## config.mk

```make
export PLATFORM = sky130hd
export DESIGN_NAME = spr_cr_serializer
export DESIGN_NICKNAME = d
export VERILOG_FILES = /design/src/rtl/neo_spr_pkg.sv /design/src/rtl/cr_plane_decode.sv /design/src/rtl/spr_cr_serializer.sv
export SDC_FILE = /design/constraint.sdc
export NUM_CORES = 1
export LEC_CHECK = 0
export CORE_UTILIZATION = 55
export CTS_CLUSTER_SIZE = 25
export DETAILED_ROUTE_END_ITERATION = 16
export PLACE_DENSITY_LB_ADDON = 0.08
export SYNTH_ARGS = -nofsm -noshare
export SYNTH_HDL_FRONTEND = slang
export SYNTH_SLANG_ARGS = --single-unit
export TNS_END_PERCENT = 30
```

## constraint.sdc

```tcl
create_clock -name CLK_24M -period 4.2 [get_ports CLK_24M]
set_input_delay 0.84 -clock CLK_24M [delete_from_list [all_inputs] [get_ports CLK_24M]]
set_output_delay 0.84 -clock CLK_24M [all_outputs]
set_load 0.01 [all_outputs]
```

## src/rtl/neo_spr_pkg.sv

```systemverilog
// rtl/neo_spr_pkg.sv - shared sprite C-ROM types, plane slices and helpers
package neo_spr_pkg;

    localparam int PIX_PER_WORD = 8;
    localparam int SPR_PAL_W    = 8;
    localparam int CR_W         = 32;

    // Bit position of each bitplane byte inside a CR word
    localparam int PLANE0_LSB = 0;
    localparam int PLANE1_LSB = 8;
    localparam int PLANE2_LSB = 16;
    localparam int PLANE3_LSB = 24;

    typedef logic [3:0] pixel_t;

    typedef struct packed {
        logic [CR_W-1:0]         cr;
        logic                    flip;
        logic [SPR_PAL_W-1:0]    pal;
        logic [PIX_PER_WORD-1:0] mask;
    } slot_t;

    function automatic logic [PIX_PER_WORD-1:0] rev_bits(input logic [PIX_PER_WORD-1:0] v);
        logic [PIX_PER_WORD-1:0] r;
        for (int i = 0; i < PIX_PER_WORD; i++) begin
            r[i] = v[PIX_PER_WORD-1-i];
        end
        return r;
    endfunction

    // Keep-mask re-indexed by emission position: bit p set means the p-th pixel
    // sent out (after flip) is kept
    function automatic logic [PIX_PER_WORD-1:0] emit_order(input slot_t s);
        return s.flip ? rev_bits(s.mask) : s.mask;
    endfunction

    // Lowest set bit position; 0 when nothing is set
    function automatic logic [2:0] lowest_set(input logic [PIX_PER_WORD-1:0] v);
        logic [2:0] r;
        r = 3'd0;
        for (int i = PIX_PER_WORD - 1; i >= 0; i--) begin
            if (v[i]) begin
                r = 3'(i);
            end
        end
        return r;
    endfunction

endpackage

```

## src/rtl/cr_plane_decode.sv

```systemverilog
// rtl/cr_plane_decode.sv - combinational bitplane word to 4-bit pixel picker
module cr_plane_decode
    import neo_spr_pkg::*;
(
    input  logic [CR_W-1:0] cr,
    input  logic [2:0]      idx,
    input  logic            flip,
    output pixel_t          pixel
);

    logic [2:0] k;
    logic [7:0] plane0;
    logic [7:0] plane1;
    logic [7:0] plane2;
    logic [7:0] plane3;

    // idx is the emission position; flip walks the source bits from the right
    assign k      = flip ? (3'd7 - idx) : idx;
    assign plane0 = cr[PLANE0_LSB +: 8];
    assign plane1 = cr[PLANE1_LSB +: 8];
    assign plane2 = cr[PLANE2_LSB +: 8];
    assign plane3 = cr[PLANE3_LSB +: 8];
    assign pixel  = {plane3[k], plane2[k], plane1[k], plane0[k]};

endmodule

```

## src/rtl/spr_cr_serializer.sv

```systemverilog
// rtl/spr_cr_serializer.sv - C-ROM word to pixel serializer with hold+shift slots; option SPR_HSHRINK_EN
module spr_cr_serializer
    import neo_spr_pkg::*;
#(
    parameter int PIX_PER_WORD = 8,
    parameter int PAL_W        = 8
) (
    input  logic             CLK_24M,
    input  logic             RESET,
    input  logic [31:0]      CR,
    input  logic             LOAD,
    input  logic             FLIP_H,
    input  logic [PAL_W-1:0] PAL_IN,
`ifdef SPR_HSHRINK_EN
    input  logic [7:0]       SHRINK_MASK,
`endif
    output logic             READY,
    output logic [3:0]       PIXEL,
    output logic [PAL_W-1:0] PAL_OUT,
    output logic             PIXEL_VALID,
    output logic             OPAQUE,
    output logic             WORD_DONE,
    output logic             OVERRUN
);

    slot_t                   shift_slot;
    slot_t                   hold_slot;
    slot_t                   load_slot;
    logic                    shift_full;
    logic                    hold_full;
    logic                    hold_full_n;
    logic [PIX_PER_WORD-1:0] rem;
    logic [PIX_PER_WORD-1:0] rem_next;
    logic [PIX_PER_WORD-1:0] load_rem;
    logic [PIX_PER_WORD-1:0] hold_rem;
    logic [2:0]              cur;
    logic                    emit;
    logic                    last;
    logic                    accept;
    pixel_t                  dec_pixel;

    cr_plane_decode u_decode (
        .cr    (shift_slot.cr),
        .idx   (cur),
        .flip  (shift_slot.flip),
        .pixel (dec_pixel)
    );

    // Next-pixel selection and slot hand-off decisions
    always_comb begin
        load_slot.cr   = CR;
        load_slot.flip = FLIP_H;
        load_slot.pal  = SPR_PAL_W'(PAL_IN);
`ifdef SPR_HSHRINK_EN
        load_slot.mask = SHRINK_MASK;
`else
        load_slot.mask = '1;
`endif
        accept   = LOAD && READY;
        load_rem = emit_order(load_slot);
        hold_rem = emit_order(hold_slot);
        // rem holds the still-to-emit positions, so skipped pixels cost no cycle
        cur      = lowest_set(rem);
        rem_next = rem & ~(PIX_PER_WORD'(1) << cur);
        emit     = shift_full && (rem != '0);
        // An all-dropped word also ends here, one edge after it entered shift
        last     = shift_full && (rem_next == '0);

        hold_full_n = hold_full;
        if (shift_full && last && hold_full) begin
            hold_full_n = 1'b0;
        end else if (shift_full && !last && accept) begin
            hold_full_n = 1'b1;
        end
    end

    // Slot state, pixel emission and status flags
    always_ff @(posedge CLK_24M or posedge RESET) begin
        if (RESET) begin
            shift_slot  <= '0;
            hold_slot   <= '0;
            shift_full  <= 1'b0;
            hold_full   <= 1'b0;
            rem         <= '0;
            READY       <= 1'b1;
            PIXEL       <= '0;
            PAL_OUT     <= '0;
            PIXEL_VALID <= 1'b0;
            OPAQUE      <= 1'b0;
            WORD_DONE   <= 1'b0;
            OVERRUN     <= 1'b0;
        end else begin
            PIXEL_VALID <= emit;
            WORD_DONE   <= emit && last;
            OPAQUE      <= emit && (dec_pixel != '0);
            if (emit) begin
                PIXEL   <= dec_pixel;
                PAL_OUT <= PAL_W'(shift_slot.pal);
            end

            if (LOAD && !READY) begin
                OVERRUN <= 1'b1;
            end

            hold_full <= hold_full_n;
            READY     <= !hold_full_n;

            if (!shift_full) begin
                if (accept) begin
                    shift_slot <= load_slot;
                    rem        <= load_rem;
                    shift_full <= 1'b1;
                end
            end else if (last) begin
                if (hold_full) begin
                    shift_slot <= hold_slot;
                    rem        <= hold_rem;
                end else if (accept) begin
                    shift_slot <= load_slot;
                    rem        <= load_rem;
                end else begin
                    shift_full <= 1'b0;
                    rem        <= '0;
                end
            end else begin
                rem <= rem_next;
                if (accept) begin
                    hold_slot <= load_slot;
                end
            end
        end
    end

endmodule

```

==> impl_metrics.tcl, run 1 <==
set metrics [dict create \
    powerDensity_mw_per_mm2 863 \
    instances_no_fill 611 \
    r2r-start "rem[6]" \
    grt_util_met1_pct 32.0 \
    worstMarginPinSlew_ps 591 \
    power.leakage_nw 2.39 \
    maxSlewViolCount 0 \
    avgSynthCellArea_um2 10.7 \
    area.growth.synth_to_final_pct 17.4 \
    use_met3_pct 5.45 \
    detailed_place_hpwl_um 6720 \
    postCtsSetupBuffers 0 \
    ys_seq_area_share_pct 56.6 \
    path_class "register to register" \
    crit_arrival_ps 3010 \
    critical_path.startpoint "rem[6]" \
    antenna_found_initial 0 \
    die_x_um 96.0 \
    synth_compound_area_share_pct 17.3 \
    min_period_over_period_pct 65.8 \
    met2_usage_pct 39.9 \
    fin_hold_ws_ps 472 \
    drt-pass1-iter-count 4 \
    yosysTopAreaCell "dfrtp_1" \
    cp_slowest_cell "a2111o_1" \
    synthCells 453 \
    track_usage_pct 24.2 \
    cts_resized 0 \
    ys_warn_count 0 \
    finClkSkew_ps 20.8 \
    clock_latency_ps 370 \
    synth.distinct_cells 39 \
    synth_xor_area_share_pct 0 \
    synth-seq-cells 110 \
    synth_fp_nets 497 \
    hold_buffers 0 \
    core_area_mm2 0.00838 \
    async_flop_share_pct 100 \
    wirelength_um 10200 \
    fp.dieArea_mm2 0.00922 \
    post-place-cells 595 \
    first_iter_violations 143 \
    antenna_left 0 \
    finalSetupViolCount 0 \
    rsz0062_at_grt "false" \
    critPathLaunchType "register" \
    gp_congestion 0.842 \
    numCtsBuffers 9 \
    crit_fanout 17 \
    drive_above_1_share_pct 15.8 \
    cts_buffer_depth 2 \
    cts.htree.levels 3 \
    cp.required_ps 4450 \
    cts_tree "built" \
    cts.clk_slew.worst_paths_ps 110 \
    initial_core_util_pct 58.0 \
    period_minus_slack_ps 2760 \
    end_kind "register" \
    crit_family "simple AND/OR/NAND/NOR gates" \
    status "finished clean" \
    via_count 3662 \
    synth_top_cell_area_share_pct 56.1 \
    ys_top_cells_by_count "dfrtp_1, nor2_1, a21oi_1" \
    grt_max_degree 65 \
    top_usage_layer "met2" \
    fmax_ghz 0.362 \
    critical_path_buf_inv_count 0 \
    design_area_mm2 0.00571 \
    yosysMostFrequentCell "dfrtp_1" \
    synth-simple-area-share_pct 12.1 \
    synth_top_flop_cell "dfrtp_1" \
    final_nets 545 \
    via_per_inst 5.99 \
    wl_per_cell_um 16.7 \
    grt_pass1_vias 3603 \
    nFillCells 681 \
    netlist_top_cells_area "dfrtp_1, mux2_2, o22ai_1, a21oi_1, nor2_1" \
    rows 33 \
    synth_edf_count 0 \
    root_buffer "clkbuf_8" \
    min_from "OVERRUN" \
    diodes 0 \
    muxShareOfSynthArea_pct 10.4 \
    die_h_um 96.0 \
    placed_area_mm2 0.00553 \
    crit_chain "nand2b_1, a2111o_1, nand3_1, nand2_2, a211o_1, and4_1, nor4_1, nor2_1" \
    numPortBuffers 60 \
    power_w 0.00493 \
    io_pins 61 \
    final_hold_viol_count 0 \
    synth_top_family_by_area "compound AO/OA/AOI/OAI gates" \
    synth-adder-area-share_pct 0.206 \
    slew_headroom_pct 60.6 \
    synth_area_mm2 0.00486 \
    maxCapViolations 0 \
    remaining_drc_errors 0 \
    setup_tns_ps 0 \
    overflow 0 \
    min_path_type "register to register" \
    cpPeakStageDelay_ps 440 \
    peakVddDrop_mv 0.426 \
    cts_sinks 110 \
    grt_pass1_wl_um 17000 \
]
-- cells by family (layout without fill, tap and decap cells) --
group           count (synthesis)  in the layout
fa+ha+maj                       1              1
flops                         110            110
buf+inv                        37             90
simple gates                  126            126
compound gates                134            134
mux                            45             45
-- power breakdown --
part,internal (W),leakage [nW],switching [W]
Clock,0.000227,0.0936,0.000369
Combinational,0.00113,1.04,0.00126
Sequential,0.00160,1.25,0.000347
-- worst paths after layout --
kind	endpoint	slack, ps	cells after the start
max	OPAQUE	1440	8
min	OVERRUN	470	1
max reg2reg	OPAQUE	1440	8
min reg2reg	OVERRUN	470	1
max in group asynchronous	shift_slot[24]	2560	3
min in group asynchronous	hold_slot[0]	880	2
-- flip-flops by register name (all words and copies together), names as in the netlist --
register	count
shift_slot	41
READY	1
WORD_DONE	1
PIXEL	4
OVERRUN	1
OPAQUE	1
PIXEL_VALID	1
rem	8
shift_full	1
hold_full	1
PAL_OUT	8
hold_slot	42
-- placed cells by master, fill, tap and decap left out, drive strengths merged, types with 2 or more instances in the layout --
master	count
buf	7
or2	4
mux2	45
nor4	2
a21oi	52
nand2b	2
a211o	16
clkdlybuf4s50	60
and4	4
clkbuf	10
dfrtp	109
nor2	58
and3	16
nand2	33
o22ai	43
clkinv	2
o22a	3
a21o	4
inv	11
nor3	2
nand3	2
o21ai	9
o32a	2
-- area by class of cell --
class | count | area [um^2] | share of cell area (%)
sequential | 110 | 2750 | 48.2
multi-input combinational | 306 | 1950 | 34.2
timing repair buffer | 67 | 666 | 11.7
tap | 105 | 131 | 2.30
clock buffer | 10 | 128 | 2.23
clock inverter | 6 | 51.3 | 0.898
inverter | 7 | 28.8 | 0.504
-- per-layer routing --
layer / share of wire (%) / wire length, um
met3: 4.4 / 450
met1: 45 / 4620
met4: 1.3 / 137
met5: 0 / 0
met2: 49 / 4990
-- through the flow --
step	worst slack (ps)	utilization [%]
global route	1240	68.1
detailed placement	1460	66.0
CTS	1470	68.1
floorplan	459	-
finish	1440	68.1
global placement	1530	66.0
No activity file was read; power rests on OpenSTA's default activity.
==> inputs of run 2 (changes only) <==
Settings changed: CORE_UTILIZATION 55 to 50.
Clock period 4.2 ns to 2.35 ns, I/O delays scaled along.
==> run 2 against run 1 <==
Compared with the run above: the flow now finishes with violations (negative setup slack); critical path type unchanged; clock skew fell by 1.0 ps; critical path depth stayed put; critical endpoint is now PIXEL[0]; final cell count is 10% higher.
==> impl_metrics.tcl, run 2 (synthesized netlist as in run 1, its figures left out) <==
set metrics [dict create \
    crit_arrival_ps 2800 \
    die_h_um 101 \
    hold_buffers 0 \
    remaining_drc_errors 0 \
    setup_tns_ps -2080 \
    crit_end "PIXEL[0]" \
    pre_cts_ws_ps -434 \
    peakVddDrop_mv 0.637 \
    wl_per_cell_um 18.6 \
    cp.required_ps 2630 \
    critPathLaunchType "register" \
    post-place-cells 638 \
    wl_met1_um 5320 \
    violations "negative setup slack" \
    r2r_cells 8 \
    path_class "register to register" \
    fmax_ghz 0.397 \
    antenna_found_initial 0 \
    antenna_left 0 \
    final_nets 584 \
    slew_headroom_pct 60.1 \
    largest_register_ff_count 42 \
    area.growth.synth_to_final_pct 30.1 \
    first_iter_violations 235 \
    wirelength_um 12600 \
    core_area_mm2 0.00933 \
    top_layer_used "met4" \
    cts_buffer_depth 2 \
    die_x_um 101 \
    grt_pass1_wl_um 18700 \
    min_from "OVERRUN" \
    min_path_type "register to register" \
    regToRegEndpoint "PIXEL[0]" \
    worstMarginPinSlew_ps 598 \
    maxSlewViolCount 0 \
    cts.htree.levels 3 \
    numPortBuffers 60 \
    r2r_slack_ps -170 \
    final_common_cell "dfrtp_1" \
    detailed_place_hpwl_um 6780 \
    fp.dieArea_mm2 0.0101 \
    largestRegisters "hold_slot x42, shift_slot x41" \
    crit_fanout 8 \
    rows 35 \
    grt_max_degree 111 \
    diodes 0 \
    via_count 3939 \
    finClkSkew_ps 19.8 \
    regArea_mm2 0.00276 \
    io_pins 61 \
    track_usage_pct 24.1 \
    status "complete, but fails checks" \
    fin_ws_ps -168 \
    instances_no_fill 674 \
    fin_hold_ws_ps 462 \
    wl_met2_um 6140 \
    drive_above_1_share_pct 26.4 \
    critical_path.startpoint "rem[0]" \
    rsz0062_at_grt "true" \
    via_per_inst 5.84 \
    cts_sinks 110 \
    final_hold_viol_count 0 \
    min_period_over_period_pct 107 \
    overflow 0 \
    drt-pass1-iter-count 4 \
    grt_pass1_vias 3803 \
    finalSetupViolCount 47 \
    maxCapViolations 0 \
    gp_congestion 0.881 \
    initial_core_util_pct 52.2 \
    power.leakage_nw 2.64 \
    cts_tree "built" \
    regMostFlops "hold_slot" \
    multiInputGateArea_mm2 0.00215 \
    end_kind "register" \
    powerDensity_mw_per_mm2 1660 \
    layout_common_cells "dfrtp_1, clkdlybuf4s50_1, nor2_1" \
    root_buffer "clkbuf_8" \
    wl_met3_um 756 \
    nFillCells 769 \
    clock_latency_ps 380 \
    r2r-start "rem[0]" \
    numCtsBuffers 9 \
    cts.clk_slew.worst_paths_ps 110 \
    period_minus_slack_ps 2520 \
]
-- run 2: routing by layer --
| metal | global-route usage (%) | vias up |
|---|---|---|
| met2 | 39.9 | 132 |
| li1 | - | 1815 |
| met4 | 8.25 | 0 |
| met3 | 4.02 | 37 |
| met1 | 32.4 | 1955 |
| met5 | 0 | - |
-- run 2: what timing repair did --
item / CTS / global route
gates cloned: 3 / 7
buffers inserted: 3 / 7
pin swaps: 2 / 22
gates resized for setup: 14 / 41
setup endpoints to repair: 47 / 91
-- run 2: layout make-up --
type                    instances  area share, %
clock buffers                   9           1.96
clock inverters                 7          0.870
inverters                       7          0.474
multi-input cells             311           34.0
flip-flops and latches        110           43.6
well taps                     129           2.55
repair buffers                101           16.6
-- run 2: worst max-delay path, stage by stage, from the launching register on --
cell and delay [ps]:
dfrtp_2 480, buf_6 130, a2111o_1 480, a21o_4 300, buf_4 150, and3_1 170
a211o_1 230, and4_4 210, mux2_2 260
-- run 2: worst min path at each step --
stage                 end  slack [ps]  cells after the start
2_1_floorplan  PAL_OUT[0]         440                      2
3_3_place_gp      OVERRUN         440                      1
3_5_place_dp      OVERRUN         440                      1
4_1_cts           OVERRUN         460                      1
5_1_grt           OVERRUN         470                      1
6_report          OVERRUN         460                      1
-- run 2: stage by stage --
step	area, um^2	total power (W)	utilization, %
2_1_floorplan	4870	0.00662	-
3_3_place_gp	5720	0.00795	61.3
3_5_place_dp	5720	0.00810	61.3
4_1_cts	5990	0.00943	64.2
5_1_grt	6330	0.0112	67.9
6_report	6330	0.0105	67.9
-- run 2: report_power, final --
part	switching, W	internal (W)
sequential	0.000574	0.00286
combinational	0.00299	0.00300
clock	0.000678	0.000399
